<file path="config.mk">
export PLATFORM = sky130hd
export DESIGN_NAME = match_judge
export DESIGN_NICKNAME = d
export VERILOG_FILES = /design/src/rtl/match_judge.sv
export SDC_FILE = /design/constraint.sdc
export NUM_CORES = 1
export LEC_CHECK = 0
export BUFFER_PORTS_ARGS = -buffer_cell sky130_fd_sc_hd__buf_4
export CAP_MARGIN = 15
export CORE_MARGIN = 5
export CORE_UTILIZATION = 30
export CTS_CLUSTER_DIAMETER = 200
export DETAILED_ROUTE_END_ITERATION = 12
export PLACE_DENSITY = 0.57
export SYNTH_ARGS = -nofsm -noshare
export SYNTH_HDL_FRONTEND = slang
export SYNTH_SLANG_ARGS = --single-unit
export TNS_END_PERCENT = 1
</file>
<file path="constraint.sdc">
create_clock -name clk -period 6 [get_ports clk]
set_clock_uncertainty 0.05 [all_clocks]
set_input_delay 0.3 -clock clk [delete_from_list [all_inputs] [get_ports clk]]
set_output_delay 0.3 -clock clk [all_outputs]
set_load 0.02 [all_outputs]
</file>
<file path="src/rtl/match_judge.sv">
// Pair-selection judge for the card array: waits for two selected cards, holds them on
// display, then pulses match/mismatch back to exactly the cards involved.
module match_judge #(
    parameter int N_CARDS     = 16,
    parameter int TYPE_W      = 3,
    parameter int HOLD_CYCLES = 4
) (
    input  logic                              clk,
    input  logic                              rst,
    input  logic [N_CARDS-1:0]                sel,
    input  logic [N_CARDS*TYPE_W-1:0]         types,
    output logic [N_CARDS-1:0]                ms,
    output logic [N_CARDS-1:0]                mf,
    output logic                              busy,
    output logic [$clog2(N_CARDS/2+1)-1:0]    pairs_left,
    output logic                              all_clear
);
    localparam int IW = (N_CARDS > 1) ? $clog2(N_CARDS) : 1;
    localparam int HW = (HOLD_CYCLES > 1) ? $clog2(HOLD_CYCLES) : 1;
    localparam int PW = $clog2(N_CARDS/2+1);

    typedef enum logic [2:0] {
        IDLE  = 3'd0,
        ONE   = 3'd1,
        HOLD  = 3'd2,
        JUDGE = 3'd3,
        WAIT  = 3'd4
    } state_t;

    state_t             state;
    logic [N_CARDS-1:0] pair_mask;
    logic [HW-1:0]      hold_cnt;
    logic [IW-1:0]      idx_a;
    logic [IW-1:0]      idx_b;

    // Lowest two set bits of sel; the found flags double as popcount 0 / 1 / >=2.
    logic               any_sel;
    logic               two_sel;
    logic [IW-1:0]      first_idx;
    logic [IW-1:0]      second_idx;
    logic [N_CARDS-1:0] new_mask;

    // NOTE: every always_comb output gets a default first so no path can infer a latch.
    always_comb begin
        any_sel    = 1'b0;
        two_sel    = 1'b0;
        first_idx  = '0;
        second_idx = '0;
        for (int i = 0; i < N_CARDS; i++) begin
            if (sel[i]) begin
                if (!any_sel) begin
                    any_sel   = 1'b1;
                    first_idx = IW'(i);
                end else if (!two_sel) begin
                    two_sel    = 1'b1;
                    second_idx = IW'(i);
                end
            end
        end
        new_mask             = '0;
        new_mask[first_idx]  = 1'b1;
        new_mask[second_idx] = 1'b1;
    end

    logic [TYPE_W-1:0] type_a;
    logic [TYPE_W-1:0] type_b;
    logic              pair_intact;

    assign type_a      = types[idx_a*TYPE_W +: TYPE_W];
    assign type_b      = types[idx_b*TYPE_W +: TYPE_W];
    assign pair_intact = ((sel & pair_mask) == pair_mask);

    // NOTE: sequential state uses non-blocking assignments only, so every register
    // samples the pre-edge values regardless of statement order.
    always_ff @(posedge clk or posedge rst) begin
        if (rst) begin
            state      <= IDLE;
            pair_mask  <= '0;
            hold_cnt   <= '0;
            idx_a      <= '0;
            idx_b      <= '0;
            ms         <= '0;
            mf         <= '0;
            busy       <= 1'b0;
            pairs_left <= PW'(N_CARDS/2);
            all_clear  <= 1'b0;
        end else begin
            ms        <= '0;
            mf        <= '0;
            all_clear <= all_clear | (pairs_left == '0);

            case (state)
                IDLE, ONE: begin
                    if (two_sel) begin
                        pair_mask <= new_mask;
                        idx_a     <= first_idx;
                        idx_b     <= second_idx;
                        hold_cnt  <= '0;
                        busy      <= 1'b1;
                        state     <= HOLD;
                    end else if (any_sel) begin
                        state <= ONE;
                    end else begin
                        state <= IDLE;
                    end
                end

                HOLD: begin
                    if (!pair_intact) begin
                        pair_mask <= '0;
                        hold_cnt  <= '0;
                        busy      <= 1'b0;
                        state     <= (any_sel && !two_sel) ? ONE : IDLE;
                    end else if (hold_cnt == HW'(HOLD_CYCLES-1)) begin
                        state <= JUDGE;
                    end else begin
                        hold_cnt <= hold_cnt + 1'b1;
                    end
                end

                JUDGE: begin
                    // Any stray selection beyond the pair is rejected alongside the verdict.
                    if (type_a == type_b) begin
                        ms <= pair_mask;
                        mf <= sel & ~pair_mask;
                        if (pairs_left != '0)
                            pairs_left <= pairs_left - 1'b1;
                    end else begin
                        mf <= pair_mask | (sel & ~pair_mask);
                    end
                    state <= WAIT;
                end

                WAIT: begin
                    // Cards drop sel a couple of edges after the pulse; wait for both.
                    if ((sel & pair_mask) == '0) begin
                        pair_mask <= '0;
                        busy      <= 1'b0;
                        state     <= IDLE;
                    end
                end

                default: begin
                    pair_mask <= '0;
                    busy      <= 1'b0;
                    state     <= IDLE;
                end
            endcase
        end
    end
endmodule
</file>
-- Word-level counts from Yosys, hierarchy flattened
Index checks and enable logic that the tools add are counted.
- register bits: 67
- input bits: 66
- output and inout bits: 38
- logic and storage cells: 201
- bitwise operators: 7
- reductions and logical operators: 15
- add/sub/neg operators: 2
- multipliers: 2
- equality and inequality tests: 12
- shifts and indexed selects: 2
- multiplexer cells: 147
- order comparisons: 4
- operators by type and width (kind ; number):
    2-to-1 mux 4 bit ; 70
    2-to-1 mux 16 bit ; 7
    indexed part select 48 x 7 -> 3 bit ; 2
    one-hot mux 16 bit (4 select lines) ; 1
    2-to-1 mux 1 bit ; 57
    bitwise AND 16 bit ; 2
    OR 16 bit ; 2
    == test 16 bit ; 1
    zero test 16 bit ; 1
    NOT 16 bit ; 1
    multiplier 4 x 2 -> 6 bit (second input constant) ; 2
    one-hot mux 3 bit (4 select lines) ; 1
    < comparator 4 x 5 -> 1 bit (second input constant) ; 2
    2-to-1 mux 3 bit ; 3
    demux 1 bit (select 4 bit) ; 2
    greater-or-equal comparator 4 x 1 -> 1 bit (second input constant) ; 2
    2-to-1 mux 2 bit ; 4
    == test 3 x 2 -> 1 bit (second input constant) ; 2
    != test 2 bit (second input constant) ; 3
    != test 3 bit (second input constant) ; 2
    AND reduction 3 bit ; 2
    zero test 4 bit ; 1
    one-hot mux 1 bit (4 select lines) ; 1
    one-hot mux 2 bit (2 select lines) ; 1
    other kinds (16) ; 19

-- Depth between registers and ports, before layout
- depth in word-level cells: 52
- gate-level depth with buffers: 14
- mapped depth without buffers: 11

-- Worst setup path after synthesis
No wires, ideal clock.
- path kind: input to register
- start: input sel[0]
- end: register pair_mask[3]
- required time: 5.824 ns
- arrival: 2.835 ns
- cell stages on the path: 11
- path slack: 2.989 ns
- cells stage by stage: inv_1 ha_1 or3b_1 buf_6 or3_4 o211ai_2 o32ai_1 a2111oi_2 nor3_1 a311o_2 a221o_1
- word-level cells in the longest chain between the ends: 52
- elaborated cells on any way between the ends: 139
- classes of those cells: 4 x order compare; 4 x eq/ne; 125 x mux; 2 x bitwise; 4 x reduce/logical
- RTL lines (item ; RTL line ; source):
    start, declared ; 10 ; input logic [N_CARDS-1:0] sel,
    2-to-1 mux 1 bit ; 50 ; if (sel[i]) begin
    2-to-1 mux 1 bit ; 51 ; if (!any_sel) begin
    2-to-1 mux 1 bit ; 50 ;
    2-to-1 mux 4 bit ; 54 ; end else if (!two_sel) begin
    2-to-1 mux 4 bit ; 51 ;
    2-to-1 mux 4 bit ; 50 ;
    2-to-1 mux 4 bit ; 54 ;
    2-to-1 mux 4 bit ; 51 ;
    [36 not listed] ; -- ;
    2-to-1 mux 4 bit ; 50 ;
    < comparator 4 x 5 -> 1 bit (not written as such) or greater-or-equal comparator 4 x 1 -> 1 bit (tied branches) ; 62 ; new_mask[second_idx] = 1'b1;
    logical AND 1 bit (not written as such) ; 62 ;
    2-to-1 mux 1 bit (not written as such) ; 62 ;
    demux 1 bit (select 4 bit) ; 62 ;
    OR 16 bit (no line) ; -- ;
    2-to-1 mux 16 bit ; 94 ; if (two_sel) begin
    one-hot mux 16 bit (4 select lines) ; 92 ; case (state)
    end signal, assigned ; 95 ; pair_mask <= new_mask;
    end, declared ; 31 ; logic [N_CARDS-1:0] pair_mask;
Several ways; a longest one is shown, not always the timed one. The select of a mux whose other input is x is not followed.
A chain may end at the register's enable or synchronous reset.

-- Final worst setup path
- start: input sel[0]
- end: register pair_mask[8]
Same word-level chain as after synthesis.

==> summary.md <==
| Metric | Value |
|---|---|
| Gate Count Post-Synth | 530 |
| Drt first-iter violations | 445 |
| H-tree levels | 3 |
| Die area | 0.0194 mm2 |
| DR vias | 4,794 |
| Crit. End Element | flip-flop |
| Top Ports | 104 |
| Register share of total power | 0.338 |
| Worst-skew pair later-pin latency | 0.32 ns |
| Setup TNS Final | 0 ns |
| Synthesized flop and latch total | 67 |
| Netlist cell types | 82 |
| Clock slew at reported path FFs | 0.06 ns |
| Max_cap viols | 0 |
| Pre-CTS setup slack | 1.87 ns |
| Row Count | 47 |
| Tot GR Track Use | 0.164 |
| Synth top area share | 0.329 |
| Ys async rst share | 1.00 |
| Tightest Hold Check Type | primary input to async pin |
| Max-slew headroom | 0.378 |
| Avg WL per Cell | 19.5 um |
| Final wirelength | 16,300 um |
| Die H | 139 um |
| Antenna-violating nets left | 0 |
| Layout cell share with drive strength beyond 1 | 0.286 |
| Max-slew violation count | 0 |
| Root Driver | clkbuf_16 |
| Post-synth EDFFs | 0 |
| Largest net degree at the start of global routing | 68 |
| Final setup viols | 0 |
| FF-to-FF End | pairs_left[3] |
| Register area share after synthesis | 0.334 |
| Grt total ovfl | 0 |
| P_leak | 2.63 nW |
| Synth top area cells | dfrtp_1 33%, mux4_2 13%, nor2_1 3.5% |
| Fillers | 1,708 |
| Switching power | 721 uW |
| RR Startpoint | idx_b[0] |
| Switch share | 0.378 |
| Post-synth top area cell | dfrtp_1 |
| Hold buffers post-CTS | 0 |
| TritonCTS buffer count | 9 |
| Worst EP arrival | 3.92 ns |
| Routability cong. | 0.925 |
| RSZ-0062 raised after global routing | false |
| Worst Setup Start Kind | primary input |
| Residual DRC | 0 |
| DP Area | 0.00592 mm2 |
| Post-CTS Setup Bufs | 0 |
| Final Critical Period | 3.80 ns |
| Mean Syn Cell Area | 9.46 um2 |
| Setup ws final | 2.20 ns |
| Area growth from synthesis to layout | 24.0% |
| FF-to-FF path depth | 9 |
| ANT cells | 0 |
| Initial antenna violation count | 0 |
| Fmax | 263 MHz |
| Die W | 139 um |
| Layout Nets | 683 |
| Outcome | completed |
| First-pass GRT wire length | 26,200 um |
| Critical Path RT | 6.13 ns |
| Internal power | 1.19 mW |
| Peak supply drop | 0.126 mV |
| FF-to-FF setup slack | 2.29 ns |
| IO buf count | 103 |
| PD cells | 307 mW/mm2 |
| # clock sinks | 67 |
| CTS tree | done |
| Synth Flop Type | dfrtp_1 |
| Max FO, Critical Path | 19 |
| Number of global-route vias before repair | 4,696 |
| Synthesis warning total | 0 |
| Core area | 0.0165 mm2 |
| Power, Total | 1.91 mW |
| DR pass1 iterations | 5 |
| Tcrit/Tclk final | 0.633 |
| Setup Crit Path Kind | primary input to flip-flop |
| CP cell instances | buf_4, inv_1, ha_1, or3b_1, maj3_1, o21ai_1, nand4b_1, a21o_1, o21ai_2, nor2_1, a32oi_1, o41ai_2 |
| Drt via density | 5.74 |
| Most frequent cell after synthesis | dfrtp_1 |
| Largest stage delay, worst path | 0.62 ns |
| Clock Path Buffers | 2 |
| Cell Area, Synth | 0.00502 mm2 |
| Effective utilization at floorplan | 0.305 |
| Power share of the combinational group | 0.388 |
| Clock share of power | 0.274 |
| DP HPWL | 12,500 um |
| Worst Tran Pin Value | 0.931 ns |
| Hold violation total from the final report | 0 |
| # resized after CTS | 0 |
| Post-synth top cells | 66 x dfrtp_1, 47 x nor2_1, 45 x nand2_1 |
| Slowest cell on the critical path | o21ai_2 |
| Syn nets | 603 |
| Design Area, Final | 0.00622 mm2 |
critical path: cells and delay by family:
kind / cells / cell delay, ns
AND/OR/NAND/NOR: 3 / 0.93
adder cells (fa/ha/maj): 2 / 0.92
AO/OA/AOI/OAI: 5 / 1.51
buffers and inverters: 2 / 0.26
sequential cells by signal, summed over array words and instances (netlist names):
signal,cells
idx_a,4
busy,1
ms,16
hold_cnt,2
pair_mask,16
idx_b,4
state,3
all_clear,1
mf,16
pairs_left,4
cells by family after synthesis:
family                     after synthesis  share of synthesized area
and+or+nand+nor                        190                      0.202
DFF                                     67                      0.334
buffers and inverters                   60                     0.0499
muxes                                   32                      0.139
xor gates and xnor gates                 7                     0.0122
AOI/OAI and AO/OA                      162                      0.235
adders and majority gates               12                     0.0274
how the worst max path moves through the flow:
stage                          to  startpoint  depth (start not counted)  slack [ns]
floorplan            pair_mask[3]      sel[0]                         11        2.99
global placement     pair_mask[8]      sel[0]                         12        2.03
global route         pair_mask[8]      sel[0]                         12        1.80
CTS                 pairs_left[3]    idx_b[0]                          9        2.17
finish               pair_mask[8]      sel[0]                         12        2.20
detailed placement   pair_mask[8]      sel[0]                         12        1.87
placed cells by master, fill, tap and decap left out, drive strengths merged, types with 4 or more instances in the layout:
| cell | count |
|---|---|
| nand3 | 9 |
| o22ai | 4 |
| a21oi | 18 |
| nand2 | 46 |
| a32o | 6 |
| nand2b | 4 |
| xor2 | 4 |
| nor3 | 19 |
| nor3b | 6 |
| a22o | 8 |
| buf | 105 |
| clkbuf | 9 |
| a221oi | 9 |
| a21o | 6 |
| a31oi | 6 |
| a211oi | 19 |
| inv | 25 |
| dfrtp | 66 |
| or3 | 4 |
| nand4 | 8 |
| a22oi | 4 |
| or2 | 5 |
| ha | 7 |
| a211o | 6 |
| o211ai | 6 |
| o31ai | 7 |
| nor2b | 6 |
| o21ai | 36 |
| clkinvlp | 4 |
| mux4 | 30 |
| a32oi | 5 |
| maj3 | 5 |
| and2 | 17 |
| nor2 | 50 |
through the flow:
stage	instances	hold WS, ns	utilization
after floorplan	530	0.402	-
after detailed placement	819	0.420	0.359
after global placement	819	0.406	0.359
after CTS	835	0.211	0.378
after global routing	835	0.246	0.378
final	835	0.177	0.378
power groups by stage:
stage | sequential [mW] | combinational [mW] | clock (mW)
6_report | 0.645 | 0.740 | 0.523
5_1_grt | 0.665 | 0.800 | 0.552
4_1_cts | 0.649 | 0.743 | 0.533
3_5_place_dp | 0.657 | 0.740 | 0
3_3_place_gp | 0.652 | 0.728 | 0
2_1_floorplan | 0.584 | 0.612 | 0
routing by layer:
layer,part of all wire,routed length (um),track usage
met1,0.45,7310,0.237
met2,0.46,7470,0.250
met3,0.069,1130,0.0261
met4,0.024,397,0.0582
met5,0,0,0
cell type report:
class,instances,area [um2],share of cell area
multi-input combinational,403,3090,0.496
sequential,67,1680,0.270
timing repair buffer,105,788,0.127
tap,220,275,0.0442
clock buffer,9,225,0.0362
inverter,24,90.1,0.0145
clock inverter,7,77.6,0.0125
No activity file was read; power rests on OpenSTA's default activity.
